===== config.mk =====
export PLATFORM = sky130hd
export DESIGN_NAME = gtx_reset_seq
export DESIGN_NICKNAME = d
export VERILOG_FILES = /design/src/rtl/gtx_reset_seq.sv
export SDC_FILE = /design/constraint.sdc
export NUM_CORES = 1
export LEC_CHECK = 0
export ABC_AREA = 1
export BUFFER_PORTS_ARGS = -buffer_cell sky130_fd_sc_hd__buf_2
export CORE_ASPECT_RATIO = 1.1
export CORE_MARGIN = 2
export CORE_UTILIZATION = 55
export DETAILED_ROUTE_END_ITERATION = 8
export MAX_ROUTING_LAYER = met4
export PLACE_DENSITY = 0.76
export SYNTH_ARGS = -nofsm -noshare
export SYNTH_HDL_FRONTEND = slang
export SYNTH_SLANG_ARGS = --single-unit

===== constraint.sdc =====
create_clock -name gtrefclk -period 1.5 [get_ports gtrefclk]
set_input_delay 0.15 -clock gtrefclk [delete_from_list [all_inputs] [get_ports gtrefclk]]
set_output_delay 0.15 -clock gtrefclk [all_outputs]
set_load 0.05 [all_outputs]

===== src/rtl/gtx_reset_seq.sv =====
// gtx_reset_seq: CPLL / TX / RX reset and bring-up sequencer for GTXE2 lanes.
// Retries the CPLL reset on lock timeout and re-sequences all lanes on lock loss.
module gtx_reset_seq #(
    parameter int LANES           = 1,
    parameter int CPLLRST_CYCLES  = 8,
    parameter int LOCK_TIMEOUT    = 1024,
    parameter int TXPMARESET_TIME = 1,
    parameter int RXEYERESET_TIME = 19,
    parameter int CNT_WIDTH       = 11
) (
    input  logic             gtrefclk,
    input  logic             extrst,
    input  logic [LANES-1:0] cplllock,
    input  logic             usrpll_locked,
    input  logic             sata_reset_done,
    input  logic [LANES-1:0] txreset_req,
    input  logic [LANES-1:0] rxreset_req,
    input  logic [LANES-1:0] txresetdone,
    input  logic [LANES-1:0] rxresetdone,
    output logic             cpllreset,
    output logic [LANES-1:0] txreset,
    output logic [LANES-1:0] rxreset,
    output logic [LANES-1:0] txuserrdy,
    output logic [LANES-1:0] rxuserrdy,
    output logic [LANES-1:0] gtx_ready,
    output logic             gtx_configured,
    output logic             lock_timeout,
    output logic [3:0]       retry_cnt
);

    localparam int SW  = 5 * LANES + 2;
    localparam int TXW = (TXPMARESET_TIME > 0) ? $clog2(TXPMARESET_TIME + 1) : 1;
    localparam int RXW = (RXEYERESET_TIME > 0) ? $clog2(RXEYERESET_TIME + 1) : 1;

    localparam logic [CNT_WIDTH-1:0] RST_LAST = CNT_WIDTH'(CPLLRST_CYCLES - 1);
    localparam logic [CNT_WIDTH-1:0] TMO_LAST = CNT_WIDTH'(LOCK_TIMEOUT - 1);
    localparam logic [TXW-1:0]       TX_SAT   = TXW'(TXPMARESET_TIME);
    localparam logic [RXW-1:0]       RX_SAT   = RXW'(RXEYERESET_TIME);

    typedef enum logic [1:0] {
        CPLL_RST  = 2'd0,
        WAIT_LOCK = 2'd1,
        RUN       = 2'd2
    } state_t;

    logic [SW-1:0]    async_v;
    logic [SW-1:0]    meta_q;
    logic [SW-1:0]    sync_q;
    logic [LANES-1:0] lock_s;
    logic [LANES-1:0] txreq_s;
    logic [LANES-1:0] rxreq_s;
    logic [LANES-1:0] txdone_s;
    logic [LANES-1:0] rxdone_s;
    logic             usrpll_s;
    logic             sata_s;
    logic             lock_all_s;

    state_t                 state_q, state_d;
    logic [CNT_WIDTH-1:0]   timer_q, timer_d;
    logic                   tmo_q, tmo_d;
    logic [3:0]             retry_q, retry_d;
    logic [3:0]             retry_inc;

    logic [LANES-1:0] txreset_q, txreset_d;
    logic [LANES-1:0] rxreset_q, rxreset_d;
    logic [LANES-1:0] txuserrdy_q, txuserrdy_d;
    logic [LANES-1:0] rxuserrdy_q, rxuserrdy_d;
    logic [LANES-1:0] ready_q, ready_d;
    logic             cfg_q, cfg_d;
    logic [TXW-1:0]   tx_cnt_q [LANES];
    logic [TXW-1:0]   tx_cnt_d [LANES];
    logic [RXW-1:0]   rx_cnt_q [LANES];
    logic [RXW-1:0]   rx_cnt_d [LANES];
    logic [LANES-1:0] tx_done;
    logic [LANES-1:0] rx_done;
    logic             base_ok;

    assign async_v = {rxresetdone, txresetdone, rxreset_req, txreset_req,
                      sata_reset_done, usrpll_locked, cplllock};
    assign {rxdone_s, txdone_s, rxreq_s, txreq_s,
            sata_s, usrpll_s, lock_s} = sync_q;
    assign lock_all_s = &lock_s;

    // Two-flop synchronisers for every asynchronous input.
    always_ff @(posedge gtrefclk or posedge extrst) begin
        if (extrst) begin
            meta_q <= '0;
            sync_q <= '0;
        end else begin
            meta_q <= async_v;
            sync_q <= meta_q;
        end
    end

    assign retry_inc = (retry_q == 4'hF) ? retry_q : retry_q + 4'd1;

    // Global sequencer: CPLL reset pulse, lock wait with timeout, run.
    always_comb begin
        state_d = state_q;
        timer_d = timer_q;
        tmo_d   = tmo_q;
        retry_d = retry_q;
        unique case (state_q)
            CPLL_RST: begin
                if (timer_q == RST_LAST) begin
                    state_d = WAIT_LOCK;
                    timer_d = '0;
                end else begin
                    timer_d = timer_q + 1'b1;
                end
            end
            WAIT_LOCK: begin
                if (lock_all_s) begin
                    state_d = RUN;
                    timer_d = '0;
                end else if (timer_q == TMO_LAST) begin
                    state_d = CPLL_RST;
                    timer_d = '0;
                    tmo_d   = 1'b1;
                    retry_d = retry_inc;
                end else begin
                    timer_d = timer_q + 1'b1;
                end
            end
            RUN: begin
                timer_d = '0;
                if (!lock_all_s) begin
                    state_d = CPLL_RST;
                    retry_d = retry_inc;
                end
            end
            default: begin
                state_d = CPLL_RST;
                timer_d = '0;
            end
        endcase
    end

    // Sequencer state, timer and sticky status registers.
    always_ff @(posedge gtrefclk or posedge extrst) begin
        if (extrst) begin
            state_q <= CPLL_RST;
            timer_q <= '0;
            tmo_q   <= 1'b0;
            retry_q <= 4'd0;
        end else begin
            state_q <= state_d;
            timer_q <= timer_d;
            tmo_q   <= tmo_d;
            retry_q <= retry_d;
        end
    end

    // Settle counters have finished once they sit at their saturation value.
    always_comb begin
        tx_done = '0;
        rx_done = '0;
        for (int i = 0; i < LANES; i++) begin
            tx_done[i] = (tx_cnt_q[i] == TX_SAT);
            rx_done[i] = (rx_cnt_q[i] == RX_SAT);
        end
    end

    // Per-lane resets, settle counters, user-ready and lane-ready.
    always_comb begin
        base_ok     = usrpll_s & sata_s & (state_q == RUN);
        txreset_d   = '1;
        rxreset_d   = '1;
        txuserrdy_d = '0;
        rxuserrdy_d = '0;
        ready_d     = '0;
        for (int i = 0; i < LANES; i++) begin
            tx_cnt_d[i]    = '0;
            rx_cnt_d[i]    = '0;
            txreset_d[i]   = (state_q != RUN) | txreq_s[i];
            rxreset_d[i]   = (state_q != RUN) | (rxreq_s[i] & cfg_q);
            if (!txreset_q[i])
                tx_cnt_d[i] = tx_done[i] ? tx_cnt_q[i] : tx_cnt_q[i] + 1'b1;
            if (!rxreset_q[i])
                rx_cnt_d[i] = rx_done[i] ? rx_cnt_q[i] : rx_cnt_q[i] + 1'b1;
            txuserrdy_d[i] = base_ok & ~txreset_q[i] & tx_done[i];
            rxuserrdy_d[i] = base_ok & ~rxreset_q[i] & rx_done[i];
            ready_d[i]     = txuserrdy_q[i] & rxuserrdy_q[i]
                           & txdone_s[i] & rxdone_s[i];
        end
        cfg_d = cfg_q | (&ready_d);
    end

    // Per-lane output and counter registers.
    always_ff @(posedge gtrefclk or posedge extrst) begin
        if (extrst) begin
            txreset_q   <= '1;
            rxreset_q   <= '1;
            txuserrdy_q <= '0;
            rxuserrdy_q <= '0;
            ready_q     <= '0;
            cfg_q       <= 1'b0;
            for (int i = 0; i < LANES; i++) begin
                tx_cnt_q[i] <= '0;
                rx_cnt_q[i] <= '0;
            end
        end else begin
            txreset_q   <= txreset_d;
            rxreset_q   <= rxreset_d;
            txuserrdy_q <= txuserrdy_d;
            rxuserrdy_q <= rxuserrdy_d;
            ready_q     <= ready_d;
            cfg_q       <= cfg_d;
            for (int i = 0; i < LANES; i++) begin
                tx_cnt_q[i] <= tx_cnt_d[i];
                rx_cnt_q[i] <= rx_cnt_d[i];
            end
        end
    end

    assign cpllreset      = (state_q == CPLL_RST);
    assign txreset        = txreset_q;
    assign rxreset        = rxreset_q;
    assign txuserrdy      = txuserrdy_q;
    assign rxuserrdy      = rxuserrdy_q;
    assign gtx_ready      = ready_q;
    assign gtx_configured = cfg_q;
    assign lock_timeout   = tmo_q;
    assign retry_cnt      = retry_q;

endmodule


==> impl_metrics.tcl <==
set metrics [dict create \
    outcome "finished, violations left" \
    violations "setup timing" \
    finalCritPeriodShare_pct 100 \
    cts_tree "done" \
    postPlaceCellArea_um2 2100 \
    antenna_cells 0 \
    grtUsageTotal_pct 20.2 \
    critPathTopFamily "compound AO/OA/AOI/OAI gates" \
    setup_viol 1 \
    grt_max_degree 28 \
    cp_max_fo 5 \
    ios 21 \
    layout-drive-gt1-share_pct 26.3 \
    rr_endpoint "timer_q[1]" \
    tightest_slew_ns 0.455 \
    area_growth_pct 23.1 \
    max-vdd-ir-drop_v 0.00130 \
    cts.htree.levels 2 \
    grt_pass1_wl_um 5630 \
    drtIter0Drc 39 \
    core_area_um2 3330 \
    max_freq_mhz 666 \
    firstDrtPassIters 4 \
    end_kind "flip-flop" \
    crit_type "reg -> reg" \
    hp-class "in -> async" \
    max_stage_delay_ns 0.40 \
    design_area_um2 2340 \
    holdWs_ns 0.313 \
    path_buf_inv 1 \
    synth_area_um2 1900 \
    worst_path_max_delay_cell "dfrtp_1" \
    period_needed_ns 1.50 \
    rsz0062_at_grt "yes" \
    yosysTopAreaCellShare_pct 55.3 \
    clkTransAtPathRegs_ns 0.13 \
    wl_met1_um 1480 \
    r2r-start "timer_q[0]" \
    dp.cells 258 \
    wl_met3_um 130 \
    netlist_instances 186 \
    cts_buffer_depth 2 \
    die_h_um 65.7 \
    die_x_um 60.1 \
    avgSynthCellArea_um2 10.2 \
    clock-sinks 44 \
    via_per_inst 4.95 \
    post-dp-hpwl_um 2470 \
    regToRegSetupSlack_ns -0.002 \
    yosys_warnings 0 \
    relSlewSlack_pct 69.7 \
    grt_pass1_vias 1301 \
    critPathCapture "timer_q[1]" \
    cap_violations 0 \
    arrival_ns 1.78 \
    ant_nets 0 \
    reg2reg_depth 7 \
    synth_largest_area_cell "dfrtp_1" \
    die_area_um2 3940 \
    gp_congestion 0.831 \
    route.detailed.drc 0 \
    maxSlewViolCount 0 \
    final_cell_mix "nand2_1 (41), dfrtp_1 (41), inv_1 (19), buf_2 (19)" \
    std_cell_rows 22 \
    avgRoutedWirePerCell_um 13.0 \
    antenna_found_initial 0 \
    startpoint "timer_q[0]" \
    cts_buffers 5 \
    clock_latency_ns 0.36 \
    hold_viol 0 \
    place_ws_ns 0.0642 \
    cp.depth 7 \
    synth_top_cells_by_area "dfrtp_1 (55%), nand2_1 (8.3%), nand3_1 (4.2%), ha_1 (3.9%), inv_1 (3.8%)" \
    layout.nets 242 \
    crit_chain "ha_2, nand2_2, inv_2, nand3_2, o21ai_4, o21ai_2, and2_1" \
    setup_ws_ns -0.00167 \
    worstPathRequired_ns 1.77 \
    start_kind "flip-flop" \
    drt_wl_total_um 3600 \
    finalNonFillerCells 276 \
    portBuffers 20 \
    ys_seq_area_share_pct 58.1 \
    ys_ff_latch 44 \
    highest_layer "met4" \
    p_leak_nw 1.17 \
    wl_met2_um 1910 \
    grt_overflow 0 \
    syn_nets 201 \
    fin_skew_ns 0.0120 \
    yosys.cell_types.count 28 \
    power.density_nw_per_um2 1570 \
    floorplan.initialDensity_pct 57.1 \
    cts_root_buf "clkbuf_4" \
    vias 1366 \
]
-- per-layer routing --
metal / vias up / global-route usage (%)
li1: 677 / -
met1: 657 / 23.2
met2: 24 / 33.6
met3: 8 / 4.13
met4: 0 / 9.44
met5: - / -
-- sequential cells by signal, summed over array words and instances (netlist names), 2 cells and up --
| register | cells |
|---|---|
| sync_q | 7 |
| rx_cnt_q | 5 |
| meta_q | 7 |
| state_q | 2 |
| retry_cnt | 4 |
| timer_q | 11 |
-- worst min path at each step --
stage	start	endpoint	slack [ns]	cells past startpoint
4_1_cts	extrst	timer_q[3]	0.33	3
3_3_place_gp	extrst	timer_q[3]	0.17	2
5_1_grt	extrst	timer_q[3]	0.34	3
6_report	extrst	timer_q[3]	0.31	3
2_1_floorplan	cplllock	meta_q[0]	0.18	0
3_5_place_dp	extrst	timer_q[3]	0.17	2
-- through the flow --
stage / util, % / setup TNS, ns / power [mW]
6_report: 70.2 / -0.00167 / 3.68
5_1_grt: 70.2 / -0.458 / 3.88
4_1_cts: 68.6 / 0 / 3.57
3_5_place_dp: 63.2 / 0 / 2.73
3_3_place_gp: 63.2 / 0 / 2.68
2_1_floorplan: - / 0 / 2.42
-- worst register-to-register path: cells and delay by family, from the launching register on --
| kind | cells | cell delay, ns |
|---|---|---|
| buffers and inverters | 1 | 0.08 |
| AND/OR/NAND/NOR | 3 | 0.33 |
| flip-flops | 1 | 0.40 |
| AO/OA/AOI/OAI | 2 | 0.42 |
| adder cells (fa/ha/maj) | 1 | 0.20 |
-- cells in the mapped netlist --
| master | n |
|---|---|
| o21ai_0 | 1 |
| ha_1 | 6 |
| nand2_2 | 3 |
| o21ai_1 | 1 |
| nor2_2 | 1 |
| nor2b_1 | 3 |
| nand2_1 | 42 |
| nor2_4 | 2 |
| nor3b_2 | 1 |
| nand4_4 | 1 |
| o21ai_4 | 2 |
| nand3_1 | 16 |
| clkinv_2 | 1 |
| clkinv_1 | 1 |
| dfstp_2 | 2 |
| or2_2 | 1 |
| nand3_4 | 1 |
| a21oi_1 | 4 |
| a31o_2 | 1 |
| dfrtp_1 | 42 |
| and2_1 | 4 |
| nor2_1 | 14 |
| o21a_1 | 1 |
| xnor2_1 | 3 |
| nand3_2 | 1 |
| nand4_1 | 7 |
| inv_1 | 19 |
| xor2_1 | 5 |
-- cell type report --
cell class	count	area, um2
Sequential cell	44	1100
Tap cell	48	60.1
Clock inverter	2	38.8
Multi-Input combinational cell	122	768
Clock buffer	6	51.3
Fill cell	252	991
Inverter	21	80.1
Timing Repair Buffer	33	236
-- what timing repair did --
action | CTS | global route
endpoints found under the setup margin | 1 | 15
pin swaps | 0 | 1
hold buffers | 8 | 0
setup buffers | 0 | 1
gates resized for setup | 3 | 9
endpoints found under the hold margin | 15 | 0
gates cloned | 0 | 1
-- kinds of logic (layout without fill, tap and decap cells) --
logic type	Yosys count	in the layout	share of synthesized area, %
adders and majority gates	6	6	3.95
buffers and inverters	21	62	4.21
AOI/OAI and AO/OA	10	11	4.15
DFF	44	44	58.1
xor gates and xnor gates	8	8	3.69
and+or+nand+nor	97	97	25.9
-- report_power, final --
group / internal (mW) / switching, mW
Combinational: 0.519 / 0.877
Sequential: 1.36 / 0.140
Clock: 0.399 / 0.390
Power figures use the tool's default switching activity.
